===== src/rtl/uart_tx_pkg.sv =====
// Shared types for the UART frame generator: FSM states, output-select
// codes and the per-frame configuration word latched on accept.
package uart_tx_pkg;

   // Wide enough for any PRESCALE port width this block is built with.
   localparam int PRESC_MAX_W = 16;

   typedef enum logic [2:0] {
      IDLE,
      START,
      DATA,
      PARITY,
      STOP
   } tx_state_e;

   typedef logic [1:0] tx_sel_t;

   localparam tx_sel_t SEL_IDLE  = 2'b00;
   localparam tx_sel_t SEL_START = 2'b01;
   localparam tx_sel_t SEL_DATA  = 2'b11;
   localparam tx_sel_t SEL_PAR   = 2'b10;

   typedef struct packed {
      logic                   par_en;
      logic                   par_typ;
      logic                   stop2;
      logic [PRESC_MAX_W-1:0] prescale;
   } tx_cfg_t;

   // Line level for a given output select; idle and stop share the high level.
   function automatic logic sel_level(tx_sel_t sel, logic data_bit, logic par_bit);
      case (sel)
         SEL_START: return 1'b0;
         SEL_DATA:  return data_bit;
         SEL_PAR:   return par_bit;
         default:   return 1'b1;
      endcase
   endfunction

endpackage


===== src/rtl/uart_tx_baud_cnt.sv =====
// Bit-period counter: counts 0..prescale-1 and pulses bit_done on the last
// clock of each bit. Restarts from zero whenever the FSM enters a new state.
module uart_tx_baud_cnt
   import uart_tx_pkg::*;
(
   input  logic                   clk,
   input  logic                   rst,
   input  logic                   en,
   input  logic                   clr,
   input  logic [PRESC_MAX_W-1:0] prescale,
   output logic                   bit_done
);

   logic [PRESC_MAX_W-1:0] cnt_q;

   // prescale is never zero here; the top substitutes 1 when it latches config.
   assign bit_done = en && (cnt_q == (prescale - PRESC_MAX_W'(1)));

   // Count within a bit, wrapping at the terminal count.
   always_ff @(posedge clk) begin
      if (rst || clr || !en || bit_done) begin
         cnt_q <= '0;
      end else begin
         cnt_q <= cnt_q + PRESC_MAX_W'(1);
      end
   end

endmodule


===== src/rtl/uart_tx_frame_gen.sv =====
// UART transmitter with runtime frame configuration and valid/ready input.
// Optional build macro: UART_TX_HOLD_EN adds a one-word holding register so
// a word can be accepted mid-frame and sent with no idle gap.
//
// state  | meaning
// IDLE   | line high, waiting for a word
// START  | start bit (low) for one bit period
// DATA   | data bits LSB first, one bit period each
// PARITY | parity bit, only when the latched config enables it
// STOP   | one or two high stop bits, then IDLE or straight to START
module uart_tx_frame_gen
   import uart_tx_pkg::*;
#(
   parameter int DATA_WIDTH = 8,
   parameter int PRESC_W    = 6
)(
   input  logic                  CLK,
   input  logic                  RST,
   input  logic [DATA_WIDTH-1:0] P_DATA,
   input  logic                  DATA_VALID,
   output logic                  TX_READY,
   input  logic                  PAR_EN,
   input  logic                  PAR_TYP,
   input  logic                  STOP2,
   input  logic [PRESC_W-1:0]    PRESCALE,
   output logic                  TX_OUT,
   output logic                  Busy
);

   localparam int DCNT_W = $clog2(DATA_WIDTH + 1);

   tx_state_e             state_q, state_d;
   tx_sel_t               sel_d;
   tx_cfg_t               cfg_q, in_cfg, src_cfg;
   logic [DATA_WIDTH-1:0] shift_q, src_data;
   logic                  par_q;
   logic [DCNT_W-1:0]     dcnt_q;
   logic                  stop_q;
   logic                  tx_out_q, busy_q;
   logic                  bit_done, data_last, last_stop;
   logic                  accept, start_new, start_hold, load;

   // Incoming config; a zero prescale behaves as one clock per bit.
   always_comb begin
      in_cfg          = '0;
      in_cfg.par_en   = PAR_EN;
      in_cfg.par_typ  = PAR_TYP;
      in_cfg.stop2    = STOP2;
      in_cfg.prescale = (PRESCALE == '0) ? PRESC_MAX_W'(1) : PRESC_MAX_W'(PRESCALE);
   end

   assign accept    = DATA_VALID & TX_READY;
   assign data_last = (dcnt_q == DCNT_W'(DATA_WIDTH - 1));
   assign last_stop = (state_q == STOP) && bit_done && (!cfg_q.stop2 || stop_q);
   assign load      = start_new | start_hold;

`ifdef UART_TX_HOLD_EN
   logic                  hold_vld_q;
   logic [DATA_WIDTH-1:0] hold_data_q;
   tx_cfg_t               hold_cfg_q;

   assign TX_READY   = ~RST & ~hold_vld_q;
   // A word accepted while the line is free (or just freeing) skips the hold register.
   assign start_new  = accept & ((state_q == IDLE) | last_stop);
   assign start_hold = last_stop & hold_vld_q;
   assign src_data   = start_hold ? hold_data_q : P_DATA;
   assign src_cfg    = start_hold ? hold_cfg_q  : in_cfg;

   // Holding-register occupancy.
   always_ff @(posedge CLK) begin
      if (RST) begin
         hold_vld_q <= 1'b0;
      end else if (start_hold) begin
         hold_vld_q <= 1'b0;
      end else if (accept && !start_new) begin
         hold_vld_q <= 1'b1;
      end
   end

   // Holding-register payload.
   always_ff @(posedge CLK) begin
      if (accept && !start_new) begin
         hold_data_q <= P_DATA;
         hold_cfg_q  <= in_cfg;
      end
   end
`else
   assign TX_READY   = ~RST & (state_q == IDLE);
   assign start_new  = accept;
   assign start_hold = 1'b0;
   assign src_data   = P_DATA;
   assign src_cfg    = in_cfg;
`endif

   uart_tx_baud_cnt u_baud (
      .clk      (CLK),
      .rst      (RST),
      .en       (state_q != IDLE),
      .clr      (state_d != state_q),
      .prescale (cfg_q.prescale),
      .bit_done (bit_done)
   );

   // Next-state and output-select decode.
   always_comb begin
      state_d = state_q;
      sel_d   = SEL_IDLE;
      case (state_q)
         IDLE: begin
            if (load) state_d = START;
         end
         START: begin
            sel_d = SEL_START;
            if (bit_done) state_d = DATA;
         end
         DATA: begin
            sel_d = SEL_DATA;
            if (bit_done && data_last) state_d = cfg_q.par_en ? PARITY : STOP;
         end
         PARITY: begin
            sel_d = SEL_PAR;
            if (bit_done) state_d = STOP;
         end
         STOP: begin
            sel_d = SEL_IDLE;
            if (last_stop) state_d = load ? START : IDLE;
         end
         default: state_d = IDLE;
      endcase
   end

   // State, line register, busy flag and bit/stop counters.
   always_ff @(posedge CLK) begin
      if (RST) begin
         state_q  <= IDLE;
         tx_out_q <= 1'b1;
         busy_q   <= 1'b0;
         dcnt_q   <= '0;
         stop_q   <= 1'b0;
      end else begin
         state_q  <= state_d;
         tx_out_q <= sel_level(sel_d, shift_q[0], par_q ^ cfg_q.par_typ);
         busy_q   <= (state_q != IDLE);
         if (state_q == DATA && bit_done) begin
            dcnt_q <= data_last ? '0 : dcnt_q + DCNT_W'(1);
         end
         if (state_q == STOP && bit_done) begin
            stop_q <= ~last_stop;
         end
      end
   end

   // Frame payload: latched on start, shifted LSB first through the data bits.
   // par_q holds even parity; odd parity is applied at the output via par_typ.
   always_ff @(posedge CLK) begin
      if (load) begin
         shift_q <= src_data;
         cfg_q   <= src_cfg;
         par_q   <= ^src_data;
      end else if (state_q == DATA && bit_done) begin
         shift_q <= shift_q >> 1;
      end
   end

   assign TX_OUT = tx_out_q;
   assign Busy   = busy_q;

endmodule

===== config.mk =====
export PLATFORM = sky130hd
export DESIGN_NAME = uart_tx_frame_gen
export DESIGN_NICKNAME = d
export VERILOG_FILES = /design/src/rtl/uart_tx_pkg.sv /design/src/rtl/uart_tx_baud_cnt.sv /design/src/rtl/uart_tx_frame_gen.sv
export SDC_FILE = /design/constraint.sdc
export NUM_CORES = 1
export LEC_CHECK = 0
export CAP_MARGIN = 20
export CORE_ASPECT_RATIO = 0.7
export CORE_MARGIN = 1
export CORE_UTILIZATION = 60
export CTS_CLUSTER_SIZE = 14
export DETAILED_ROUTE_END_ITERATION = 10
export HOLD_SLACK_MARGIN = 0.12
export PLACE_DENSITY = 0.84
export SLEW_MARGIN = 25
export SYNTH_ARGS = -nofsm -noshare
export SYNTH_HDL_FRONTEND = slang
export SYNTH_SLANG_ARGS = --single-unit

===== constraint.sdc =====
create_clock -name CLK -period 5.5 [get_ports CLK]
set_input_delay 1.1 -clock CLK [delete_from_list [all_inputs] [get_ports CLK]]
set_output_delay 1.1 -clock CLK [all_outputs]
set_load 0.01 [all_outputs]

==> results.json <==
{
  "syn_avg_cell_area_sq_um": 9.527,
  "maxSlewViolCount": 0,
  "ys_seq_elements": 44,
  "grt_pass1_wl_microns": 7355,
  "cts.sinks": 44,
  "num_io_pins": 23,
  "root_buffer": "clkbuf_8",
  "post_cts_buffers": 0,
  "dp.cells": 295,
  "critPathKind": "input pin to primary output",
  "antenna_found_initial": 0,
  "final_cell_mix": "32 x nand2_1, 26 x dfxtp_1, 23 x nor2_1, 22 x clkdlybuf4s50_1, 20 x xnor2_1",
  "skew_ns": 0.007201,
  "worstPathArrival_ns": 2.90,
  "final_cells": 303,
  "pre_cts_ws_ns": 1.522,
  "final_area_sq_mm": 0.002572,
  "yosysWarningCount": 0,
  "ys_types": 43,
  "p_leak_nw": 0.9425,
  "syn_area_sq_mm": 0.002248,
  "holdBufCountCts": 0,
  "core_area_sq_mm": 0.003558,
  "first_pass_iters": 5,
  "port_buffers": 22,
  "worst-path-max-fanout": 17,
  "ir_drop_uv": 192.3,
  "grt_pass1_vias": 1578,
  "grt_max_degree": 18,
  "vias": 1742,
  "finalCriticalPeriod_ns": 4.001,
  "ys_seq_area_share_pct": 47.19,
  "antenna_left": 0,
  "num_rows": 18,
  "cts_tree": "built",
  "final_util_pct": 72.29,
  "p_clk_share_pct": 31.5,
  "finalNetCount": 276,
  "grt_util_all_layers_pct": 25.79,
  "crit_path_cell_trace": "clkdlybuf4s50_1 -> nor4_1 -> clkdlybuf4s50_1",
  "power_density_mw_per_mm2": 239.5,
  "h-tree-depth": 2,
  "period_share_pct": 72.75,
  "power_frac_seq_pct": 58.1,
  "slew_headroom_pct": 50.62,
  "grt_overflow": 0,
  "p_switching_w": 0.0001437,
  "tns_ns": 0,
  "grt_setup_unrepaired": "false",
  "p_sw_share_pct": 23.31,
  "cts_resized": 0,
  "post_dp_cell_area_sq_mm": 0.002482,
  "cts_buffers": 5,
  "tightest_slew_ns": 0.7340,
  "syn_nets": 260,
  "crit_buf_inv": 2,
  "die_w_microns": 75.17,
  "die_h_microns": 53.22,
  "start_util_pct": 63.19,
  "clkTransAtPathRegs_ns": 0.08,
  "drv_cap": 0,
  "gp_congestion": 0.8679,
  "initialDrtViolationCount": 153,
  "hold_viol_final": 0,
  "hold_path_class": "flop to flop",
  "insertion_delay_ns": 0.29,
  "clock_path_buffers": 2,
  "cp_common_cell": "clkdlybuf4s50_1",
  "fmax_mhz": 249.9,
  "wl_per_cell_microns": 14.86,
  "setup_ws_ns": 1.499,
  "synthCells": 236,
  "die-area_sq_mm": 0.004000,
  "timing.critical_path.max_delay_family": "buffers and inverters",
  "cp.required_ns": 4.40,
  "pwr-share-comb_pct": 10.4,
  "drive_gt1_share_pct": 5.138,
  "p_int_w": 0.0004725,
  "endpoint_kind": "primary output",
  "hpwl_microns": 3369,
  "wirelength_microns": 4504,
  "final_common_cell": "nand2_1",
  "max_stage_delay_ns": 0.70,
  "status": "finished clean",
  "cp-start-kind": "input pin",
  "finalSetupViolCount": 0,
  "cpMaxStageDelayCell": "clkdlybuf4s50_1",
  "num_antenna_cells": 0,
  "drc": 0,
  "area_delta_synth_final_pct": 14.41,
  "via_per_inst": 5.749
}
==> path summary, 6_finish.rpt <==
| kind | from | end | slack [ns] | depth (start not counted) |
|---|---|---|---|---|
| worst max-delay path | RST | TX_READY | 1.50 | 3 |
| worst min-delay path | dcnt_q[1] | dcnt_q[1] | 0.51 | 2 |
| worst max register to register | cfg_q[0] | shift_q[1] | 1.89 | 8 |
| worst min register to register | dcnt_q[1] | dcnt_q[1] | 0.51 | 2 |
==> cell families (layout without fill, tap and decap cells) <==
logic type / count (synthesis) / count (layout) / share of synthesized area, %
mux: 4 / 4 / 1.948
compound gates: 18 / 18 / 6.956
buf+inv: 17 / 34 / 2.838
xor+xnor: 29 / 29 / 11.30
flops: 44 / 44 / 47.19
fa+ha+maj: 4 / 4 / 2.226
simple gates: 120 / 120 / 27.55
==> per-stage QoR <==
stage               hold WS, ns  total power, W
floorplan                0.4639       0.0004019
global placement         0.4834       0.0004262
detailed placement       0.5000       0.0004290
CTS                      0.5107       0.0006174
global route             0.5351       0.0006427
finish                   0.5067       0.0006162
==> worst register-to-register path: cells and delay by family, from the launching register on <==
family / cells / cell delay [ns]
AO/OA/AOI/OAI: 1 / 0.63
XOR/XNOR: 1 / 0.13
adder cells (fa/ha/maj): 1 / 0.24
AND/OR/NAND/NOR: 5 / 1.78
flip-flops: 1 / 0.46
==> sequential cells by signal, indices dropped and copies added, names as in the netlist, 3 cells and up <==
name and count:
cfg_q 9, dcnt_q 4, shift_q 8, state_q 3, u_baud.cnt_q 16
==> layout make-up <==
type                       count  area, sq um
sequential                    44         1061
clock inverter                 1        5.005
inverter                       4        15.01
timing repair buffer          22        220.2
tap                           50        62.56
clock buffer                   7        76.32
fill                         278        985.9
multi-input combinational    175         1132
==> power by group through the flow <==
stage                     clock network (W)  registers [W]  logic [W]
final                              0.000194       0.000358  0.0000642
after floorplan                           0       0.000363  0.0000390
after CTS                          0.000196       0.000358  0.0000638
after global placement                    0       0.000365  0.0000612
after detailed placement                  0       0.000366  0.0000635
after global routing               0.000212       0.000359  0.0000714
==> cell usage after synthesis <==
cell type / instances / area share, %
a31oi_1: 1 / 0.28
nor3b_1: 1 / 0.33
clkbuf_1: 13 / 2.2
mux2i_1: 1 / 0.45
nor3_1: 7 / 1.6
dfxtp_1: 26 / 23
xnor2_1: 20 / 7.8
and3b_1: 3 / 1.2
o41ai_2: 1 / 0.72
nand4_1: 4 / 1.1
ha_1: 4 / 2.2
a31o_2: 1 / 0.39
nand2b_1: 5 / 1.4
or3_1: 2 / 0.56
edfxtp_1: 18 / 24
a311oi_1: 1 / 0.39
o2bb2ai_2: 1 / 0.67
o221ai_1: 1 / 0.39
o2111ai_1: 1 / 0.39
o21ai_1: 2 / 0.45
a211oi_2: 1 / 0.56
nand3_1: 8 / 1.8
nor4b_1: 1 / 0.39
a21o_1: 1 / 0.33
mux2_1: 3 / 1.5
o41ai_1: 1 / 0.39
inv_1: 3 / 0.50
nor4_1: 8 / 2.2
o21bai_1: 2 / 0.67
and2_1: 1 / 0.28
and3_1: 7 / 1.9
nor2_1: 23 / 3.8
o21ai_0: 1 / 0.22
o31ai_2: 1 / 0.56
xor2_1: 9 / 3.5
or3b_2: 1 / 0.39
nor2b_1: 10 / 2.8
o22ai_1: 2 / 0.56
and4_1: 3 / 1.2
nand2_1: 32 / 5.3
clkinv_1: 1 / 0.17
or4_1: 3 / 1.0
or2_2: 1 / 0.28
==> per-layer routing <==
layer,track usage (%),share of wire [%]
met4,9.568,2.0
met3,6.476,6.5
met2,38.89,44
met5,0,0
met1,35.78,47
(Power assumes the default switching activity.)
